## src/rtl/flit_fifo_pkg.sv

```systemverilog
// Default sizing for the flit FIFO: one NoC flit per word, eight-deep buffer.
package flit_fifo_pkg;
  localparam int FIFO_SLOTS = 8;
  localparam int FIFO_WIDTH = 34;
endpackage

```

## src/rtl/flit_fifo.sv

```systemverilog
// Synchronous first-word-fall-through FIFO with full/empty flags and a
// per-cycle protocol-error flag (push into full, or pop from empty).
module flit_fifo
  import flit_fifo_pkg::*;
#(
  parameter int SLOTS = FIFO_SLOTS,
  parameter int WIDTH = FIFO_WIDTH
) (
  input  logic             clk,
  input  logic             arst,
  input  logic             write_i,
  input  logic             read_i,
  input  logic [WIDTH-1:0] data_i,
  output logic [WIDTH-1:0] data_o,
  output logic             error_o,
  output logic             full_o,
  output logic             empty_o
);

  // Pointers carry one extra wrap bit so full and empty are distinguishable.
  localparam int PW = $clog2(SLOTS) + 1;
  localparam int IW = PW - 1;

  logic [WIDTH-1:0] mem [SLOTS];
  logic [PW-1:0]    wr_ptr, rd_ptr;
  logic             push, pop;

  assign empty_o = (wr_ptr == rd_ptr);
  assign full_o  = (wr_ptr[IW-1:0] == rd_ptr[IW-1:0]) && (wr_ptr[IW] != rd_ptr[IW]);

  // A push into a full FIFO still succeeds when a pop frees the head slot
  // in the same cycle; a pop from empty is never honoured, even if a push
  // arrives alongside it.
  assign pop     = read_i && !empty_o;
  assign push    = write_i && (!full_o || pop);
  assign error_o = (write_i && full_o && !read_i) || (read_i && empty_o);

  assign data_o  = empty_o ? '0 : mem[rd_ptr[IW-1:0]];

  // Storage array: written on accepted pushes, deliberately not reset.
  always_ff @(posedge clk) begin
    if (push) mem[wr_ptr[IW-1:0]] <= data_i;
  end

  // Pointer advance; natural modulo-2*SLOTS wrap through the extra bit.
  always_ff @(posedge clk or posedge arst) begin
    if (arst) begin
      wr_ptr <= '0;
      rd_ptr <= '0;
    end else begin
      if (push) wr_ptr <= wr_ptr + 1'b1;
      if (pop)  rd_ptr <= rd_ptr + 1'b1;
    end
  end

endmodule

```

## config.mk

```make
export PLATFORM = sky130hd
export DESIGN_NAME = flit_fifo
export DESIGN_NICKNAME = d
export VERILOG_FILES = /design/src/rtl/flit_fifo_pkg.sv /design/src/rtl/flit_fifo.sv
export SDC_FILE = /design/constraint.sdc
export NUM_CORES = 1
export LEC_CHECK = 0
export ABC_AREA = 1
export ABC_CLOCK_PERIOD_IN_PS = 2900
export CAP_MARGIN = 20
export CORE_MARGIN = 2
export CORE_UTILIZATION = 53
export CTS_CLUSTER_DIAMETER = 120
export DETAILED_ROUTE_END_ITERATION = 8
export PLACE_DENSITY = 0.75
export SLEW_MARGIN = 25
export SYNTH_ARGS = -nofsm -noshare
export SYNTH_HDL_FRONTEND = slang
export SYNTH_SLANG_ARGS = --single-unit
```

## constraint.sdc

```tcl
create_clock -name clk -period 2.9 [get_ports clk]
set_clock_uncertainty 0.2 [all_clocks]
set_input_delay 0.29 -clock clk [delete_from_list [all_inputs] [get_ports clk]]
set_output_delay 0.29 -clock clk [all_outputs]
set_load 0.1 [all_outputs]
```

==> metrics.md, run 1 <==
| Metric | Value |
|---|---|
| Status | `complete, no violations` |
| Number of nets in the layout | `1010` |
| Worst hold path stage count | `1` |
| Initial core utilization | `53.59%` |
| Kind of start point of the critical path | `flip-flop` |
| DRC Markers | `0` |
| End point of the most critical hold path | `mem[5][21]` |
| Cell with the most instances after synthesis | `edfxtp_1` |
| Portion of the post-synthesis area used by sequential elements | `roughly three quarters` |
| Number of hold violations in the final report | `0` |
| Fillers | `1474` |
| Post-synth cell types | `27` |
| Clock-pin slew of the registers on the worst-case setup and hold paths | `about 0.060 ns` |
| Reg-to-reg setup timing slack | `0.49 ns` |
| IO Port Bufs | `74` |
| Clock Latency Late Sink | `0.53 ns` |
| DIE HEIGHT | `149.1 um` |
| Floorplan die area | `22230 um2` |
| Total placed cells including tap cells | `1205` |
| Placement Rows | `between 50 and 60` |
| Vias in the first global route | `6919` |
| Worst slew pin tran | `between 0.4 and 0.5 ns` |
| Standard cell core area | `20820 um2` |
| Layout overhead on the synthesized area | `23.57%` |
| Yosys warns | `0` |
| Worst-case headroom to the max-slew limit | `between 70% and 80%` |
| Number of clock sinks seen by CTS | `280` |
| Ant. Diodes | `0` |
| Ys async rst share | `2.857%` |
| Final Slew Violations | `0` |
| Die extent in x | `149.1 um` |
| Clock tree from TritonCTS | `yes` |
| Highest clock rate | `357.4 MHz` |
| I/O pin total | `75` |
| Dominant synthesized flop cell | `edfxtp_1` |
| Biggest area consumer among synthesized cells | `edfxtp_1` |
| Htree depth | `1` |
| Global route overflow | `0` |
| Root Buffer | `clkbuf_16` |
| Path type of the worst min-delay path | `in2reg` |
| Initial antenna violation count | `0` |
| Post-detailed-route count of antenna-violating nets | `0` |
| Routed vias | `just over 7000` |
| Register bit count reported by yosys | `280` |
| Cells on worst reg2reg path | `8` |
| Crit-path max FO | `16` |
| Top cell type's share of synthesized area | `around 73%` |
| Cell types with the highest counts after synthesis | `272 x edfxtp_1, 247 x nor2_1, 195 x o21ai_0` |
| Count of TritonRoute iterations in the first routing pass | `5` |
| Classification of the worst setup path | `reg2out` |
| Worst EP arrival | `2.31 ns` |
| Final routed wirelength across all metal layers | `24190 um` |
| Final std cells w/o fill | `roughly 1300` |
| Count of flip-flops with a built-in enable after synthesis | `272` |
| Worst-case clock buffer depth | `3` |
| Post-synthesis net count | `between 900 and 1000` |
| Final Setup Violations | `0` |
| Inserted Clock Buffers | `27` |
| Post-detail-place hpwl | `12690 um` |
| Via density per instance | `5.699` |
| RSZ-0062 raised after global routing | `false` |
| DRC marker count from the first detailed-route iteration | `roughly 740` |
| Pin count of the biggest net entering global routing | `around 100` |
| Launch instance of the worst min-delay path | `data_i[21]` |
| Tightest hold margin | `0.3030 ns` |
| Post-Synthesis Cells | `888` |
| Mean routed wirelength per cell | `~19 um` |
| Routability cong. | `~0.79` |
| Final-layout setup total negative slack | `0 ns` |
| Max Cap Violations | `0` |
| Wire length of the first global-routing pass | `36930 um` |
| Cell types occupying the most area after synthesis | `edfxtp_1 73%, o21ai_0 8.7%, nor2_1 8.3%, o22ai_1 1.9%, dfrtp_1 1.8%` |
| Element type at the critical path end | `primary output` |
| Worst EP required | `2.41 ns` |
| Area of the mapped netlist | `11160 um2` |
| Share of post-route cells with drive strength above 1 | `15.94%` |
| Post-route fraction of the period consumed by the critical path | `96.49%` |
| Startpoint of the worst register-to-register path | `rd_ptr[0]` |
| Post-layout min period | `between 2 and 3 ns` |
| Reg-to-reg critical path endpoint | `mem[6][12]` |
| Mean area per synthesized cell | `12.57 um2` |
| Total track usage | `21.41%` |
## layout make-up
class,instances,area (um2),share of cell area (%)
Timing Repair Buffer,110,1569,11.38
Inverter,13,53.80,0.3902
Clock buffer,33,698.2,5.063
Clock inverter,17,136.4,0.9890
Multi-Input combinational cell,538,2615,18.96
Tap cell,275,344.1,2.495
Sequential cell,280,8373,60.72
## worst max-delay path, cell delays in order, from the launching register on
cell and delay (ns):
dfrtp_4 0.55, inv_6 0.15, nand2_2 0.07, nand2_2 0.09
nor2_4 0.06, nand3_4 0.13, buf_8 0.17, o21ai_0 0.13
nor2_2 0.22, buf_12 0.20
## kinds of logic (layout without fill, tap and decap cells)
family,Yosys count,count (layout),synth area share [%]
XOR/XNOR,5,5,0.4598
flip-flops,280,280,74.99
AND/OR/NAND/NOR,291,291,10.33
AO/OA/AOI/OAI,240,240,11.21
buffers and inverters,70,173,2.792
adder cells (fa/ha/maj),2,2,0.2242
## routing by layer
metal | part of all wire (%) | up-vias | track usage (%)
met3 | 6.0 | 39 | 2.905
met2 | 51 | 283 | 36.47
met1 | 41 | 3529 | 29.11
met5 | 0 | - | 0
li1 | - | 3364 | -
met4 | 1.9 | 0 | 6.381
## placed cells by master (no fill, tap or decap), types with 2 or more instances in the layout
cell type        synthesis  layout
inv_6                    0       3
clkinv_1                 0       7
nor2_2                   0      30
clkdlybuf4s50_1          0      37
clkbuf_16                0      29
bufinv_16                0       2
xnor2_1                  2       2
dfrtp_1                  8       6
o21ai_0                195     194
clkinv_2                 0       5
nand2_1                 26      26
o21ai_1                 10      11
buf_12                   0      43
clkbuf_1                31       6
ha_1                     2       2
o22ai_1                 34      34
edfxtp_1               272     272
inv_1                   12      12
nor2_4                   1       8
buf_16                   0       3
nand2_2                  3       3
nor2_1                 247     210
xor2_1                   2       2
buf_6                    2       2
buf_4                    4      21
nand3_1                 10      10
## stage by stage
stage	utilization [%]	cell area (um2)	setup slack (ns)
finish	66.22	13790	0.1017
global route	66.22	13790	0.002642
CTS	65.73	13690	0.04381
detailed placement	61.33	12770	0.3339
global placement	61.33	12770	0.3863
floorplan	-	11240	-0.2392
## flip-flops by register name, summed over array words and instances (netlist names)
signal	flops
mem	272
rd_ptr	4
wr_ptr	4
## worst max path at each step
stage	start	endpoint	slack, ns	cells after the start
after global routing	rd_ptr[1]	data_o[12]	0.003	7
after global placement	read_i	mem[6][18]	0.39	6
after floorplan	rd_ptr[1]	mem[2][0]	-0.24	8
final	rd_ptr[0]	data_o[25]	0.10	9
after CTS	rd_ptr[0]	data_o[33]	0.04	9
after detailed placement	read_i	mem[6][18]	0.33	6
## timing repair
action,CTS,global route
hold buffers,1,0
cloned,1,2
endpoints found under the setup margin,22,29
setup buffers,3,4
gates resized for setup,2,10
endpoints found under the hold margin,8,0
pin swaps,0,2
Power of run 1 is not shown: default switching activity piles up to over one toggle a cycle in this logic, so the estimate is an artifact.
==> run 2: changes to the inputs <==
--- a/config.mk
+++ b/config.mk
@@ -12,7 +12,9 @@
 export CORE_UTILIZATION = 53
 export CTS_CLUSTER_DIAMETER = 120
 export DETAILED_ROUTE_END_ITERATION = 8
-export PLACE_DENSITY = 0.75
+export PLACE_DENSITY = 0.78
+export SKIP_CTS_REPAIR_TIMING = 1
+export SKIP_LAST_GASP = 1
 export SLEW_MARGIN = 25
 export SYNTH_ARGS = -nofsm -noshare
 export SYNTH_HDL_FRONTEND = slang
==> run 2 against run 1 <==
Setup slack worse by 0.066 ns. Non-clock buffer count is 1 higher. Cell count is 0.16% higher. Critical path depth stayed put. First-iteration DRC count is 12% higher. Count of clock-buffer cells in the layout increased by 3. Critical path type unchanged. Sequential cell count did not move. Design area is essentially flat. Worst hold slack lost 0.012 ns.
==> metrics.md, run 2 (synthesis results as in run 1) <==
| Metric | Value |
|---|---|
| Met1 Routed Length | `10210 um` |
| Layout overhead on the synthesized area | `23.48%` |
| Highest metal layer with signal wires | `met4` |
| Total track usage | `23.20%` |
| Post-layout min period | `2.864 ns` |
| Clock-pin slew of the registers on the worst-case setup and hold paths | `0.06 ns` |
| Number of clock sinks seen by CTS | `280` |
| Die extent in x | `approximately 150 um` |
| Worst EP arrival | `about 2.4 ns` |
| Number of hold violations in the final report | `0` |
| Reg-to-reg critical path endpoint | `mem[6][11]` |
| Worst hold path stage count | `1` |
| Most common cell after layout, fill and taps aside | `edfxtp_1` |
| Crit-path max FO | `9` |
| Post-detail-place hpwl | `14170 um` |
| Max Cap Violations | `0` |
| Routability cong. | `just under 0.8` |
| Floorplan die area | `approximately 22000 um2` |
| Ant. Diodes | `0` |
| Met3 Wirelength | `1850 um` |
| Worst-case headroom to the max-slew limit | `70.74%` |
| Status | `complete, no violations` |
| Reg-to-reg setup timing slack | `roughly 0.52 ns` |
| Root Buffer | `clkbuf_16` |
| Htree depth | `1` |
| RSZ-0062 raised after global routing | `true` |
| Final-layout setup total negative slack | `0 ns` |
| Inserted Clock Buffers | `28` |
| Startpoint of the worst register-to-register path | `rd_ptr[0]` |
| Final Slew Violations | `0` |
| Pin count of the biggest net entering global routing | `110` |
| Worst slew pin tran | `0.4388 ns` |
| I/O pin total | `75` |
| Placement Rows | `53` |
| Classification of the worst setup path | `reg2out` |
| Launch instance of the worst min-delay path | `data_i[8]` |
| Vias in the first global route | `7382` |
| Share of post-route cells with drive strength above 1 | `15.91%` |
| Routed vias | `7339` |
| Post-detailed-route count of antenna-violating nets | `0` |
| Post-route fraction of the period consumed by the critical path | `98.75%` |
| Met2 wire length | `13570 um` |
| IO Port Bufs | `74` |
| Path type of the worst min-delay path | `in2reg` |
| DIE HEIGHT | `149.1 um` |
| Area used by multi-input combinational logic | `about 2600 um2` |
| Number of nets in the layout | `1012` |
| Reg area | `8374 um2` |
| Standard cell core area | `20820 um2` |
| Final Setup Violations | `0` |
| DRC marker count from the first detailed-route iteration | `833` |
| Wire length of the first global-routing pass | `between 30000 and 40000 um` |
| Commonest cells after routing, fill and taps aside | `272 x edfxtp_1, 211 x nor2_1, 194 x o21ai_0` |
| Worst EP required | `2.41 ns` |
| Clock Latency Late Sink | `0.53 ns` |
| Count of TritonRoute iterations in the first routing pass | `5` |
| Mean routed wirelength per cell | `a little over 20 um` |
| Highest clock rate | `349.2 MHz` |
| DRC Markers | `0` |
| Initial antenna violation count | `0` |
| Via density per instance | `between 5 and 6` |
| Global route overflow | `0` |
| Clock tree from TritonCTS | `yes` |
| Fillers | `between 1000 and 1500` |
| Initial core utilization | `around 54%` |
| End point of the most critical hold path | `mem[5][8]` |
| Number of flip-flops under the largest register name | `272` |
| Cells on worst reg2reg path | `8` |
| Kind of start point of the critical path | `flip-flop` |
| Final routed wirelength across all metal layers | `26160 um` |
| Worst-case clock buffer depth | `3` |
| Element type at the critical path end | `primary output` |
[run 2: worst max-delay path: stages, from the launching register on]
cell	delay [ns]
dfrtp_4	0.47
clkinv_2	0.20
nand2_2	0.11
nand2_2	0.07
nor2_4	0.19
nand3_4	0.16
buf_4	0.22
o21ai_0	0.16
nor2_2	0.09
buf_12	0.18
[run 2: worst max-delay path by stage]
stage,from,end,slack (ns)
finish,rd_ptr[0],data_o[19],0.04
global route,rd_ptr[0],error_o,-0.05
CTS,rd_ptr[0],data_o[8],-0.04
detailed placement,rd_ptr[0],data_o[8],0.53
global placement,write_i,mem[7][10],0.51
floorplan,rd_ptr[1],mem[2][0],-0.24
[run 2: final cells by class]
cell class	count	area share [%]
Tap cell	275	2.497
Timing Repair Buffer	111	11.30
Inverter	13	0.3632
Multi-Input combinational cell	538	18.96
Sequential cell	280	60.77
Clock inverter	15	0.6538
Clock buffer	36	5.457
[run 2: per-stage QoR]
| stage | cells | util (%) | hold slack, ns | instance area [um2] | setup slack, ns |
|---|---|---|---|---|---|
| floorplan | 888 | - | -0.09434 | 11240 | -0.2392 |
| global placement | 1211 | 61.56 | 0.2966 | 12820 | 0.5113 |
| detailed placement | 1211 | 61.56 | 0.3274 | 12820 | 0.5259 |
| CTS | 1262 | 65.60 | -0.1770 | 13660 | -0.04432 |
| global route | 1268 | 66.18 | 0.3057 | 13780 | -0.05061 |
| finish | 1268 | 66.18 | 0.2908 | 13780 | 0.03611 |
[run 2: layer usage]
| metal | up-vias | track usage (%) |
|---|---|---|
| met5 | - | 0 |
| met4 | 0 | 8.000 |
| met3 | 47 | 2.722 |
| met2 | 325 | 40.76 |
| met1 | 3598 | 30.17 |
| li1 | 3369 | - |
Power of run 2 is left out for the same reason.
==> run 3: changes to the inputs <==
--- a/config.mk
+++ b/config.mk
@@ -8,7 +8,7 @@
 export ABC_AREA = 1
 export ABC_CLOCK_PERIOD_IN_PS = 2900
 export CAP_MARGIN = 20
-export CORE_MARGIN = 2
+export CORE_MARGIN = 1
 export CORE_UTILIZATION = 53
 export CTS_CLUSTER_DIAMETER = 120
 export DETAILED_ROUTE_END_ITERATION = 8
==> run 3 against run 2 <==
Highest routed layer unchanged. Core utilization increased by 1.2 points. Maximum frequency is 1.1% higher. Critical path type unchanged. Global-route usage down 0.36 points. First-iteration DRC count decreased by 15%. Non-clock buffer count decreased by 3.
==> metrics.md, run 3 (synthesis results as in run 1) <==
| Metric | Value |
|---|---|
| Status | `complete, no violations` |
| Worst slew pin tran | `0.4054 ns` |
| Reg-to-reg setup timing slack | `0.55 ns` |
| DIE HEIGHT | `roughly 150 um` |
| Share of post-route cells with drive strength above 1 | `between 10% and 20%` |
| Vias in the first global route | `7053` |
| Number of flip-flops under the largest register name | `272` |
| Worst EP required | `2.41 ns` |
| Number of nets in the layout | `1008` |
| Post-route fraction of the period consumed by the critical path | `97.70%` |
| Element type at the critical path end | `primary output` |
| Clock tree from TritonCTS | `yes` |
| Cells on worst reg2reg path | `8` |
| Kind of start point of the critical path | `flip-flop` |
| Wire length of the first global-routing pass | `between 30000 and 40000 um` |
| Worst-case clock buffer depth | `3` |
| Via density per instance | `5.807` |
| Final-layout setup total negative slack | `0 ns` |
| RSZ-0062 raised after global routing | `true` |
| Routing usage on met2 | `38.54%` |
| Ant. Diodes | `0` |
| Final std cells w/o fill | `1256` |
| Mean routed wirelength per cell | `around 20 um` |
| Post-detailed-route count of antenna-violating nets | `0` |
| Layout overhead on the synthesized area | `23.25%` |
| Startpoint of the worst register-to-register path | `rd_ptr[0]` |
| Global route overflow | `0` |
| IO Port Bufs | `74` |
| Routed vias | `approximately 7300` |
| Htree depth | `1` |
| Met1 demand-to-capacity share in global routing | `slightly above 30%` |
| I/O pin total | `75` |
| Number of hold violations in the final report | `0` |
| Standard cell core area | `20430 um2` |
| Placement Rows | `52` |
| Classification of the worst setup path | `reg2out` |
| Worst EP arrival | `2.34 ns` |
| Crit-path max FO | `75` |
| Post-layout min period | `2.833 ns` |
| Max Cap Violations | `0` |
| Reg-to-reg critical path endpoint | `mem[6][21]` |
| Total track usage | `22.84%` |
| Worst-case headroom to the max-slew limit | `between 70% and 80%` |
| Initial core utilization | `a little over half` |
| DRC Markers | `0` |
| Highest clock rate | `353.0 MHz` |
| Commonest cells after routing, fill and taps aside | `272 x edfxtp_1, 210 x nor2_1, 195 x o21ai_0` |
| DRC marker count from the first detailed-route iteration | `between 700 and 800` |
| Count of TritonRoute iterations in the first routing pass | `5` |
| Number of clock sinks seen by CTS | `280` |
| Floorplan die area | `21640 um2` |
| Routability cong. | `0.8096` |
| Post-detail-place hpwl | `13470 um` |
| Inserted Clock Buffers | `27` |
| Clock Latency Late Sink | `between 0.5 and 0.6 ns` |
| Routing usage on met3 | `3.447%` |
| Final routed wirelength across all metal layers | `25340 um` |
| Layer with the highest usage after global routing | `met2` |
| Initial antenna violation count | `0` |
| Die extent in x | `147.1 um` |
| Most common cell after layout, fill and taps aside | `edfxtp_1` |
| Total placed cells including tap cells | `1204` |
| Final Setup Violations | `0` |
| Pin count of the biggest net entering global routing | `119` |
| Clock-pin slew of the registers on the worst-case setup and hold paths | `0.07 ns` |
| Endpoint of the most critical setup path | `data_o[33]` |
| Final Slew Violations | `0` |
| Fillers | `1412` |
| Critical Path Source | `rd_ptr[1]` |
| Path type of the worst min-delay path | `in2reg` |
| Root Buffer | `clkbuf_16` |
[run 3: per-layer routing]
layer	share of wire (%)	wire length, um	vias up
li1	-	-	3350
met4	2.7	676	0
met3	8.1	2062	55
met5	0	0	-
met2	51	12930	357
met1	38	9677	3531
[run 3: worst max-delay path, cell delays in order (launching register included)]
cell and delay, ns:
dfrtp_2 0.42, buf_12 0.27, o21ai_0 0.20, o21ai_0 0.24
o21ai_0 0.15, nor2_2 0.24, buf_12 0.21
[run 3: how the worst min path moves through the flow]
stage / from / slack [ns] / depth (start not counted) / end
floorplan: arst / -0.09 / 1 / rd_ptr[0]
global placement: wr_ptr[3] / 0.30 / 2 / wr_ptr[3]
detailed placement: rd_ptr[3] / 0.33 / 2 / rd_ptr[3]
CTS: arst / -0.18 / 2 / rd_ptr[0]
global route: data_i[12] / 0.29 / 1 / mem[1][12]
finish: data_i[12] / 0.29 / 1 / mem[6][12]
[run 3: final cells by class]
type	instances	area, um2	area share, %
inverter	13	53.80	0.3912
clock inverter	15	146.4	1.064
sequential	280	8373	60.88
timing repair buffer	108	1534	11.15
clock buffer	32	694.4	5.049
tap	270	337.8	2.456
multi-input combinational	538	2615	19.01
[run 3: per-stage QoR]
step,instance area (um2),utilization (%),hold WS (ns),setup slack (ns)
CTS,13610,66.62,-0.1807,-0.1142
floorplan,11240,-,-0.09434,-0.2392
detailed placement,12770,62.51,0.3301,0.3432
global route,13750,67.33,0.2876,-0.01636
finish,13750,67.33,0.2927,0.06682
global placement,12770,62.51,0.2992,0.3822
Power of run 3 is left out for the same reason.
